<file path="config.mk">
export PLATFORM = sky130hd
export DESIGN_NAME = if_fetch_unit
export DESIGN_NICKNAME = d
export VERILOG_FILES = /design/src/rtl/if_fetch_unit.sv
export SDC_FILE = /design/constraint.sdc
export NUM_CORES = 1
export LEC_CHECK = 0
export CAP_MARGIN = 20
export CORE_MARGIN = 4
export CORE_UTILIZATION = 45
export DETAILED_ROUTE_END_ITERATION = 10
export GPL_ROUTABILITY_DRIVEN = 0
export MAX_ROUTING_LAYER = met4
export PLACE_DENSITY = 0.88
export SYNTH_ARGS = -nofsm -noshare
export SYNTH_HDL_FRONTEND = slang
export SYNTH_SLANG_ARGS = --single-unit
export TNS_END_PERCENT = 10
</file>
<file path="constraint.sdc">
create_clock -name clk -period 6.4 [get_ports clk]
set_clock_uncertainty 0.05 [all_clocks]
set_input_delay 1.28 -clock clk [delete_from_list [all_inputs] [get_ports clk]]
set_output_delay 1.28 -clock clk [all_outputs]
set_load 0.03 [all_outputs]
</file>
<file path="src/rtl/if_fetch_unit.sv">
`default_nettype none
// ============================================================================
// Module      : if_fetch_unit
// Description : Instruction-fetch stage. Owns the PC, feeds IF/ID and inserts
//               NOP bubbles for branches, jumps, multicycle mul and stalls.
// Revision    : 1.0 - initial release
// ============================================================================
module if_fetch_unit #(
    parameter logic [31:0] RESET_PC = 32'h0000_0000,
    parameter int unsigned J_HOLD   = 1,
    parameter int unsigned MUL_HOLD = 33
) (
    input  logic        clk,
    input  logic        rst,
    input  logic        stall_i,
    input  logic [31:0] inst_i,
    input  logic        br_valid_i,
    input  logic        br_taken_i,
    input  logic [31:0] br_target_i,
    output logic [31:0] pc_o,
    output logic [31:0] pc_incr_o,
    output logic [31:0] inst_o,
    output logic        busy_o
);

    localparam logic [5:0] c_j_cnt   = 6'(J_HOLD);
    localparam logic [5:0] c_mul_cnt = 6'(MUL_HOLD);

    typedef enum logic [1:0] {
        S_RUN      = 2'd0,
        S_HOLD_BR  = 2'd1,
        S_HOLD_J   = 2'd2,
        S_HOLD_MUL = 2'd3
    } state_t;

    state_t      r_state;
    state_t      w_state_nxt;
    logic [31:0] r_pc;
    logic [31:0] w_pc_nxt;
    logic [5:0]  r_cnt;
    logic [5:0]  w_cnt_nxt;
    logic [31:0] w_pc_incr;
    logic [5:0]  w_op;
    logic        w_is_br;
    logic        w_is_j;
    logic        w_is_mul;
    logic        w_fwd;

    assign w_op      = inst_i[31:26];
    assign w_is_br   = (w_op == 6'd4) || (w_op == 6'd5);
    assign w_is_j    = (w_op == 6'd2);
    assign w_is_mul  = (w_op == 6'd0) && (inst_i[5:0] == 6'd25);
    assign w_pc_incr = r_pc + 32'd4;

    // The fetched word only reaches IF/ID when the stage is genuinely issuing.
    assign w_fwd     = !rst && (r_state == S_RUN) && !stall_i;

    assign pc_o      = r_pc;
    assign pc_incr_o = w_pc_incr;
    assign inst_o    = w_fwd ? inst_i : 32'h0;
    assign busy_o    = (r_state != S_RUN);

    always_ff @(posedge clk or posedge rst) begin
        if (rst) begin
            r_pc    <= RESET_PC;
            r_state <= S_RUN;
            r_cnt   <= 6'd0;
        end else begin
            r_pc    <= w_pc_nxt;
            r_state <= w_state_nxt;
            r_cnt   <= w_cnt_nxt;
        end
    end

    always_comb begin
        w_pc_nxt    = r_pc;
        w_state_nxt = r_state;
        w_cnt_nxt   = r_cnt;
        case (r_state)
            S_RUN: begin
                if (!stall_i) begin
                    w_pc_nxt = w_pc_incr;
                    if (w_is_br) begin
                        w_state_nxt = S_HOLD_BR;
                    end else if (w_is_j) begin
                        w_pc_nxt    = {w_pc_incr[31:28], inst_i[25:0], 2'b00};
                        w_cnt_nxt   = c_j_cnt;
                        w_state_nxt = S_HOLD_J;
                    end else if (w_is_mul) begin
                        w_cnt_nxt   = c_mul_cnt;
                        w_state_nxt = S_HOLD_MUL;
                    end
                end
            end
            S_HOLD_BR: begin
                // Not-taken needs no PC update: it already points at the fall-through.
                if (br_valid_i) begin
                    w_state_nxt = S_RUN;
                    if (br_taken_i) begin
                        w_pc_nxt = br_target_i;
                    end
                end
            end
            S_HOLD_J, S_HOLD_MUL: begin
                w_cnt_nxt = r_cnt - 6'd1;
                if (r_cnt == 6'd1) begin
                    w_state_nxt = S_RUN;
                end
            end
            default: begin
                w_state_nxt = S_RUN;
            end
        endcase
    end

endmodule
`default_nettype wire

</file>
==> metrics.md, run 1 <==
| Metric | Value |
|---|---|
| Sequential share of the synthesized area | `29.1%` |
| ANT cells | `0` |
| Max_slew headroom | `37.6%` |
| Initial antenna violation count | `0` |
| Core Box Area | `7330 um2` |
| Commonest cells after routing, fill and taps aside | `165 x clkdlybuf4s50_1, 41 x nand2_1, 40 x dfrtp_1` |
| Drt pass-1 iters | `5` |
| GRT overflow | `0` |
| RSZ-0062 raised after global routing | `no` |
| # IOs | `166` |
| Clock share of power | `6.9%` |
| Vias in the first global route | `3,846` |
| Status | `finished, final reports clean` |
| Most used DFF post-synth | `dfrtp_1` |
| Post-Synthesis Cells | `408` |
| Pint | `1.21 mW` |
| Busiest layer in global routing | `met2` |
| Gate power share | `69.9%` |
| DP HPWL | `9.08 mm` |
| Maximum number of pins on one net before global-route repair | `60` |
| Clk buf depth | `2` |
| Unique cell type count in the Yosys netlist | `72` |
| Crit end category | `primary output` |
| Critical path class | `input pin to primary output` |
| Reg clk slew, reported paths | `0.08 ns` |
| Cell row count | `31` |
| Required @ worst endpoint | `5.07 ns` |
| Inst Count DP | `647` |
| Hold buffer count at CTS | `0` |
| GR Util All Layers | `27.4%` |
| Fmax | `210 MHz` |
| Sequential power share | `23.1%` |
| Met2 GRT Util | `46.6%` |
| Worst setup SP type | `input pin` |
| Die area | `9110 um2` |
| Vias per inst | `5.96` |
| Post-Layout Cell Count | `656` |
| Fin. max-slew vios | `0` |
| Static Leak | `2.11 nW` |
| FFs w/ async S/R, synth | `100%` |
| Minimum clock period | `4.77 ns` |
| Root buffer cell | `clkbuf_8` |
| Commonest non-fill, non-tap cell in the layout | `clkdlybuf4s50_1` |
| H-Tree Level Count | `2` |
| Mapped cell area | `3440 um2` |
| Post-cts repair resize count | `0` |
| Syn Nets | `480` |
| Chip height | `95.4 um` |
| Post-CTS Setup Inserts | `0` |
| Area delta synth->final | `50.3%` |
| M1 GR Usage | `33.7%` |
| Die X | `95.4 um` |
| Final Setup Violations | `0` |
| Via count | `3,909` |
| Setup tns final | `0 ns` |
| Post-DRT Antenna Nets | `0` |
| Hold Path Class | `flop to flop` |
| Sw Pwr | `1.36 mW` |
| Number of synthesized flops with an enable pin | `0` |
| Switching Fraction | `52.8%` |
| First-pass GRT wire length | `19.0 mm` |
| Ys Warns | `0` |
| Clock latency on the worst-skew pair | `0.30 ns` |
| Clock sinks | `40` |
| Max_cap viols | `0` |
| CTS Buf Count | `5` |
| Routed wire length | `12.2 mm` |
| I/O Buffers | `165` |
| Pin slew with the least headroom to its limit | `0.934 ns` |
| Min Hold Slack | `0.490 ns` |
| Met3 global-route usage | `3.95%` |
| TritonCTS clock tree | `built` |
| Register bit count reported by yosys | `40` |
| Critical path arrival | `3.44 ns` |
| Fin nets | `628` |
| Power density cells | `496 nW/um2` |
| Crit Path Max Fanout | `42` |
| Layout cell share with drive strength beyond 1 | `6.82%` |
| Initial Util | `46.9%` |
| Worst VDD drop | `0.378 mV` |
| Remaining DRCs | `0` |
| Avg Inst Size Synth | `8.43 um2` |
| Routed wire per std cell | `18.6 um` |
| Initial detailed-routing violation count | `214` |
| Final worst path period share | `74.5%` |
| Final Hold Viols | `0` |
## registers in the layout, indices dropped and copies added (netlist names)
signal / flops
pc_o: 32
r_cnt: 6
r_state: 2
## through the flow
stage                     cell area, um2  power (mW)  utilization, %  setup slack [ns]
after floorplan                     3440        1.71               -              1.85
after global placement              5060        2.35            69.0              1.67
after detailed placement            5060        2.39            69.0              1.62
after CTS                           5150        2.57            70.3              1.63
after global routing                5170        2.73            70.5              1.50
final                               5170        2.57            70.5              1.63
## cell families after synthesis
logic type	share of synthesized area [%]
AO/OA/AOI/OAI	20.7
flip-flops	29.1
multiplexers	2.62
buffers and inverters	5.78
adder cells (fa/ha/maj)	1.09
XOR/XNOR	7.38
AND/OR/NAND/NOR	33.4
## worst paths after layout
path / startpoint / slack, ns / depth (start not counted) / to
min in group asynchronous: rst / 1.32 / 3 / r_cnt[0]
setup reg to reg: r_state[0] / 3.76 / 5 / pc_o[23]
hold / removal: pc_o[0] / 0.49 / 1 / pc_o[0]
setup / recovery: stall_i / 1.63 / 4 / inst_o[14]
max in group asynchronous: rst / 4.50 / 4 / pc_o[24]
hold reg to reg: pc_o[0] / 0.49 / 1 / pc_o[0]
## critical path, stage by stage
cell and delay [ns]:
clkdlybuf4s50_1 0.47, nor2_4 0.73, and3_1 0.26, clkdlybuf4s50_1 0.68
## synth_stat cells, types with 4 or more instances
master      n  area [um2]
a31oi_1     4        25.0
o22ai_1     7        43.8
a211oi_1    5        37.5
o21bai_1    5        37.5
a2bb2oi_1   5        43.8
nand3_1     9        45.0
and2_1      4        25.0
and3_2      4        30.0
nand4_1     9        56.3
mux2i_1     9        90.1
or3_1       5        31.3
nand3_2     4        40.0
nor3_1     20         100
buf_2       5        25.0
clkbuf_1   12        45.0
buf_4       5        37.5
and3_1     38         238
dfrtp_1    40        1000
a32o_1      4        40.0
inv_1       7        26.3
nand2_1    41         154
o21ai_0    18        90.1
xor2_1      6        52.6
a21oi_1    19        95.1
and4_1      4        35.0
nor2_1     17        63.8
xnor2_1    23         201
nand2b_1   10        62.6
## power groups by stage
stage	clock network [mW]	logic, mW	registers (mW)
floorplan	0	0.999	0.714
global placement	0	1.76	0.583
detailed placement	0	1.79	0.595
CTS	0.180	1.80	0.591
global route	0.193	1.91	0.620
finish	0.178	1.80	0.594
## area by class of cell
cell class | instances | area [um2]
sequential | 40 | 1000
clock buffer | 8 | 90.1
tap | 99 | 124
timing repair buffer | 168 | 1690
multi-input combinational | 333 | 2240
inverter | 8 | 30.0
fill | 600 | 2160
## per-layer routing
layer | vias to the layer above | part of all wire, % | wire (um)
li1 | 1821 | - | -
met1 | 1872 | 41 | 4950
met2 | 192 | 50 | 6090
met3 | 24 | 7.4 | 899
met4 | 0 | 2.1 | 257
met5 | - | 0 | 0
No activity file was read; power rests on OpenSTA's default activity.
==> run 2: changes to the inputs <==
--- a/config.mk
+++ b/config.mk
@@ -7,11 +7,11 @@
 export LEC_CHECK = 0
 export CAP_MARGIN = 20
 export CORE_MARGIN = 4
-export CORE_UTILIZATION = 45
+export CORE_UTILIZATION = 42
 export DETAILED_ROUTE_END_ITERATION = 10
 export GPL_ROUTABILITY_DRIVEN = 0
 export MAX_ROUTING_LAYER = met4
-export PLACE_DENSITY = 0.88
+export PLACE_DENSITY = 0.82
 export SYNTH_ARGS = -nofsm -noshare
 export SYNTH_HDL_FRONTEND = slang
 export SYNTH_SLANG_ARGS = --single-unit
==> constraint.sdc (replaced) <==
create_clock -name clk -period 4.56 [get_ports clk]
set_clock_uncertainty 0.05 [all_clocks]
set_input_delay 0.912 -clock clk [delete_from_list [all_inputs] [get_ports clk]]
set_output_delay 0.912 -clock clk [all_outputs]
set_load 0.03 [all_outputs]
==> metrics.md, run 2 (synthesized netlist as in run 1, its figures left out) <==
| Metric | Value |
|---|---|
| Critical path arrival | `2.99 ns (-0.45 ns)` |
| Critical path class | `input pin to primary output` |
| Post-CTS Setup Inserts | `0 (unchanged)` |
| Pint | `1.69 mW (+40%)` |
| I/O Buffers | `165 (unchanged)` |
| Maximum number of pins on one net before global-route repair | `37 (-38%)` |
| Initial detailed-routing violation count | `247 (+15%)` |
| Clock latency on the worst-skew pair | `0.29 ns (about the same)` |
| Final Hold Viols | `0 (unchanged)` |
| GRT overflow | `0 (unchanged)` |
| Final Setup Violations | `0 (unchanged)` |
| Area of the multi-input gates | `2240 um2 (unchanged)` |
| Min-delay src | `pc_o[1]` |
| H-Tree Level Count | `2 (unchanged)` |
| Initial Util | `43.8% (-3.1 points)` |
| Max_slew headroom | `33.6% (-4.1 points)` |
| Layout cell share with drive strength beyond 1 | `7.66% (+0.84 points)` |
| Chip height | `98.5 um (+3.2%)` |
| Post-cts repair resize count | `0 (unchanged)` |
| Hold buffer count at CTS | `0 (unchanged)` |
| # IOs | `166 (unchanged)` |
| Minimum clock period | `3.95 ns` |
| Crit end category | `primary output` |
| Static Leak | `2.13 nW (+0.99%)` |
| Final worst path period share | `86.6%` |
| R2R depth | `6 (+1)` |
| Vias in the first global route | `3,827 (-0.49%)` |
| R2r endpoint | `pc_o[23]` |
| Max FFs per register | `32 (unchanged)` |
| RSZ-0062 raised after global routing | `no` |
| Fillers | `674 (+12%)` |
| Hold Path Class | `flop to flop` |
| Sw Pwr | `1.95 mW (+43%)` |
| Setup tns final | `0 ns (unchanged)` |
| Die X | `98.5 um (+3.2%)` |
| Post-DRT Antenna Nets | `0 (unchanged)` |
| Clock share of power | `6.5% (-0.4 points)` |
| Worst setup SP type | `input pin` |
| Gate power share | `70.9% (+1.0 points)` |
| Fmax | `253 MHz` |
| Core Box Area | `7850 um2 (+7.0%)` |
| Pre-CTS setup slack | `0.621 ns (-0.998 ns)` |
| Power density cells | `699 nW/um2 (+41%)` |
| Die area | `9700 um2 (+6.5%)` |
| Clock sinks | `40 (unchanged)` |
| Vias per inst | `5.97 (+0.24%)` |
| Routed wire length | `13.1 mm (+7.2%)` |
| TritonCTS clock tree | `built` |
| Worst hold path depth | `1 (unchanged)` |
| Status | `finished, final reports clean` |
| Sequential power share | `22.6% (-0.5 points)` |
| CTS Buf Count | `5 (unchanged)` |
| DP HPWL | `9.85 mm (+8.4%)` |
| Commonest non-fill, non-tap cell in the layout | `clkdlybuf4s50_1` |
| Crit Path Max Fanout | `29 (-31%)` |
| Root buffer cell | `clkbuf_8` |
| First-pass GRT wire length | `19.9 mm (+4.9%)` |
| Switching Fraction | `53.5% (+0.68 points)` |
| Commonest cells after routing, fill and taps aside | `165 x clkdlybuf4s50_1, 41 x nand2_1, 40 x dfrtp_1` |
| Drt pass-1 iters | `5 (unchanged)` |
| Via count | `3,960 (+1.3%)` |
| GR Util All Layers | `26.0% (-1.4 points)` |
| R2R Path Start | `r_state[1]` |
| Cell row count | `32 (+3.2%)` |
| Area delta synth->final | `51.2%` |
| R2r setup slk | `2.09 ns (-1.67 ns)` |
| Fin nets | `633 (+0.80%)` |
| Worst VDD drop | `0.411 mV (+8.8%)` |
| Pin slew with the least headroom to its limit | `0.997 ns (+0.0630 ns)` |
| Fin. max-slew vios | `0 (unchanged)` |
| Setup ws final | `0.610 ns (-1.02 ns)` |
| Reg area | `1000 um2 (unchanged)` |
| Remaining DRCs | `0 (unchanged)` |
| Reg clk slew, reported paths | `0.09 ns (about the same)` |
| Required @ worst endpoint | `3.60 ns (-1.47 ns)` |
| Clk buf depth | `2 (unchanged)` |
| Max_cap viols | `0 (unchanged)` |
| Hold Path Sink | `pc_o[1]` |
| Initial antenna violation count | `0 (unchanged)` |
| Routed wire per std cell | `19.7 um (+6.1%)` |
| ANT cells | `0 (unchanged)` |
-- run 2: cell count changes in the layout (fill, tap and decap cells not counted), sizes merged --
cell    delta
buf        +5
clkinv     +1
clkbuf     -2
-- run 2: layout make-up --
cell class                      count  share of cell area [%]
Timing Repair Buffer              173                    33.2
Clock buffer                        6                    1.40
Clock inverter                      1                  0.0962
Multi-Input combinational cell    333                    43.1
Sequential cell                    40                    19.2
Inverter                            8                   0.577
Tap cell                          102                    2.45
-- run 2: power by group through the flow --
stage	registers, mW	logic, mW	clock network [mW]
detailed placement	0.820	2.57	0
floorplan	1.00	1.40	0
finish	0.822	2.58	0.236
global route	0.852	2.72	0.251
global placement	0.806	2.51	0
CTS	0.814	2.58	0.238
-- run 2: per-layer routing --
| layer | up-vias | wire, um | GRT usage [%] |
|---|---|---|---|
| li1 | 1820 | - | - |
| met1 | 1897 | 5240 | 31.7 |
| met2 | 211 | 6420 | 43.3 |
| met3 | 32 | 1170 | 5.17 |
| met4 | 0 | 248 | 8.51 |
| met5 | - | 0 | - |
-- run 2: critical path, stage by stage --
cell	delay (ns)
clkdlybuf4s50_1	0.48
nor2_4	0.32
buf_4	0.37
and3_1	0.21
clkdlybuf4s50_1	0.68
-- run 2: stage by stage --
stage               instance area [um2]  hold slack, ns  utilization, %  power [mW]  std cells
global placement                   5120           0.466            65.3        3.32        656
detailed placement                 5120           0.478            65.3        3.39        656
CTS                                5200           0.502            66.3        3.63        663
finish                             5200           0.503            66.3        3.64        663
floorplan                          3440           0.466               -        2.40        408
global route                       5200           0.523            66.3        3.82        663
-- run 2: how the worst max path moves through the flow --
stage	slack (ns)	end	depth (start not counted)	startpoint
final	0.61	inst_o[28]	5	stall_i
after global routing	0.54	inst_o[27]	5	stall_i
after CTS	0.62	inst_o[4]	5	stall_i
after detailed placement	0.62	inst_o[4]	5	stall_i
after global placement	0.70	inst_o[31]	5	stall_i
after floorplan	0.75	inst_o[22]	3	rst
==> run 3: changes to the inputs <==
--- a/config.mk
+++ b/config.mk
@@ -6,12 +6,14 @@
 export NUM_CORES = 1
 export LEC_CHECK = 0
 export CAP_MARGIN = 20
-export CORE_MARGIN = 4
-export CORE_UTILIZATION = 42
+export CORE_MARGIN = 5
+export CORE_UTILIZATION = 43
+export CTS_BUF_LIST = sky130_fd_sc_hd__clkbuf_4
+export CTS_CLUSTER_DIAMETER = 120
 export DETAILED_ROUTE_END_ITERATION = 10
 export GPL_ROUTABILITY_DRIVEN = 0
 export MAX_ROUTING_LAYER = met4
-export PLACE_DENSITY = 0.82
+export PLACE_DENSITY = 0.84
 export SYNTH_ARGS = -nofsm -noshare
 export SYNTH_HDL_FRONTEND = slang
 export SYNTH_SLANG_ARGS = --single-unit
==> metrics.md, run 3 (synthesized netlist as in run 1, its figures left out) <==
| Metric | Value |
|---|---|
| H-Tree Level Count | `2 (unchanged)` |
| R2r endpoint | `pc_o[12]` |
| Status | `finished, final reports clean` |
| Root buffer cell | `clkbuf_4` |
| Minimum clock period | `3.92 ns (-0.0306 ns)` |
| Fillers | `662 (-1.8%)` |
| GR Util All Layers | `25.6% (-0.39 points)` |
| Overall Power | `3.63 mW (-0.25%)` |
| R2R Path Start | `r_state[1]` |
| Fin. max-slew vios | `0 (unchanged)` |
| I/O Buffers | `165 (unchanged)` |
| Reg clk slew, reported paths | `0.13 ns (+0.04 ns)` |
| Switching Fraction | `52.9% (-0.59 points)` |
| RSZ-0062 raised after global routing | `no` |
| Final Setup Violations | `0 (unchanged)` |
| Finished Cell Area | `5190 um2 (-0.24%)` |
| Gate power share | `70.6% (-0.3 points)` |
| Layout cell share with drive strength beyond 1 | `7.68% (+0.014 points)` |
| Crit Path Max Fanout | `27 (-6.9%)` |
| Max incr delay on CP | `0.68 ns (about the same)` |
| Area delta synth->final | `50.8%` |
| Hold Path Sink | `pc_o[0]` |
| Routed wire length | `12.6 mm (-3.4%)` |
| Vias per inst | `5.94 (-0.58%)` |
| Hold Path Class | `flop to flop` |
| Post-DRT Antenna Nets | `0 (unchanged)` |
| First-pass GRT wire length | `20.0 mm (+0.18%)` |
| DP Area | `5110 um2 (-0.29%)` |
| Die area | `9890 um2 (+1.9%)` |
| Layout Utilization | `66.8% (+0.52 points)` |
| Die X | `99.4 um (+0.95%)` |
| Clock share of power | `6.8% (+0.3 points)` |
| Required @ worst endpoint | `3.60 ns (about the same)` |
| Most used cell along the critical path | `clkdlybuf4s50_1` |
| Crit path cell chain | `clkdlybuf4s50_1, nor2_4, buf_4, and3_1, clkdlybuf4s50_1` |
| Sequential power share | `22.6% (about the same)` |
| Chip height | `99.4 um (+0.95%)` |
| Commonest non-fill, non-tap cell in the layout | `clkdlybuf4s50_1` |
| CTS Buf Count | `5 (unchanged)` |
| Max FFs per register | `32 (unchanged)` |
| Clk buf depth | `2 (unchanged)` |
| Pin slew with the least headroom to its limit | `0.989 ns (-0.00718 ns)` |
| Initial Util | `44.3% (+0.45 points)` |
| Remaining DRCs | `0 (unchanged)` |
| Inst Count DP | `654 (-0.30%)` |
| Clock latency on the worst-skew pair | `0.35 ns (+0.06 ns)` |
| Cell row count | `32 (unchanged)` |
| Fmax | `255 MHz (+0.78%)` |
| Maximum number of pins on one net before global-route repair | `73 (+97%)` |
| Worst hold path depth | `1 (unchanged)` |
| Worst VDD drop | `0.469 mV (+14%)` |
| Core Box Area | `7770 um2 (-1.0%)` |
| Max_slew headroom | `33.9% (+0.32 points)` |
| R2R depth | `5 (-1)` |
| Commonest cells after routing, fill and taps aside | `165 x clkdlybuf4s50_1, 41 x nand2_1, 40 x dfrtp_1` |
| Power density cells | `699 nW/um2 (about the same)` |
| Crit end category | `primary output` |
| Initial antenna violation count | `0 (unchanged)` |
| Critical path arrival | `2.96 ns (-0.03 ns)` |
| Max_cap viols | `0 (unchanged)` |
| Final Hold Viols | `0 (unchanged)` |
| Min-delay src | `pc_o[0]` |
| Clock sinks | `40 (unchanged)` |
| Static Leak | `2.12 nW (-0.23%)` |
| Drt pass-1 iters | `5 (unchanged)` |
| Critical path class | `input pin to primary output` |
| Via count | `3,931 (-0.73%)` |
| TritonCTS clock tree | `built` |
| DP HPWL | `9.43 mm (-4.2%)` |
| Final worst path period share | `86.0% (-0.67 points)` |
| R2r setup slk | `2.14 ns (+0.05 ns)` |
| ANT cells | `0 (unchanged)` |
| Pint | `1.71 mW (+1.0%)` |
| Post-Layout Cell Count | `662 (-0.15%)` |
| Fin nets | `631 (-0.32%)` |
| Post-cts repair resize count | `0 (unchanged)` |
| Routed wire per std cell | `19.1 um (-3.2%)` |
| Initial detailed-routing violation count | `202 (-18%)` |
| # IOs | `166 (unchanged)` |
| Worst setup SP type | `input pin` |
| Post-CTS Setup Inserts | `0 (unchanged)` |
| Slowest CP cell | `clkdlybuf4s50_1` |
| Sw Pwr | `1.92 mW (-1.3%)` |
| GRT overflow | `0 (unchanged)` |
| Setup tns final | `0 ns (unchanged)` |
| Hold buffer count at CTS | `0 (unchanged)` |
| Vias in the first global route | `3,950 (+3.2%)` |
==> run 3: cell types whose count changed in the layout (fill, tap and decap cells not counted) <==
cell / change
buf_4: -2
bufinv_16: +1
clkbuf_1: -1
clkbuf_4: +6
clkbuf_8: -5
==> run 3: routing by layer <==
| layer | wire [um] | vias up | global-route usage [%] |
|---|---|---|---|
| li1 | - | 1827 | - |
| met1 | 5180 | 1870 | 30.7 |
| met2 | 6060 | 203 | 42.6 |
| met3 | 1100 | 31 | 6.38 |
| met4 | 284 | 0 | 7.88 |
| met5 | 0 | - | - |
==> run 3: how the worst max path moves through the flow <==
stage / start / to / slack, ns
floorplan: rst / inst_o[22] / 0.75
global placement: stall_i / inst_o[26] / 0.71
detailed placement: stall_i / inst_o[26] / 0.66
CTS: stall_i / inst_o[26] / 0.66
global route: r_state[1] / inst_o[31] / 0.55
finish: stall_i / inst_o[1] / 0.64
==> run 3: cell type report <==
class                           count  area (um2)  share of cell area (%)
Sequential cell                    40        1000                    19.3
Clock buffer                        6        45.0                   0.868
Timing Repair Buffer              171        1710                    32.9
Tap cell                          102         128                    2.46
Multi-Input combinational cell    333        2240                    43.2
Clock inverter                      2        35.0                   0.675
Inverter                            8        30.0                   0.579
==> run 3: through the flow <==
stage / hold slack (ns) / setup slack (ns)
5_1_grt: 0.531 / 0.549
4_1_cts: 0.503 / 0.658
2_1_floorplan: 0.466 / 0.748
3_3_place_gp: 0.466 / 0.709
6_report: 0.498 / 0.640
3_5_place_dp: 0.467 / 0.660
==> run 3: critical path, delay by kind of cell <==
| kind | cells | cell delay (ns) |
|---|---|---|
| buf+inv | 3 | 1.51 |
| simple gates | 2 | 0.52 |
==> run 3: power by group through the flow <==
stage | Combinational (mW) | Clock (mW) | Sequential [mW]
6_report | 2.56 | 0.246 | 0.820
2_1_floorplan | 1.40 | 0 | 1.00
3_3_place_gp | 2.52 | 0 | 0.803
3_5_place_dp | 2.56 | 0 | 0.819
4_1_cts | 2.58 | 0.250 | 0.811
5_1_grt | 2.71 | 0.270 | 0.853
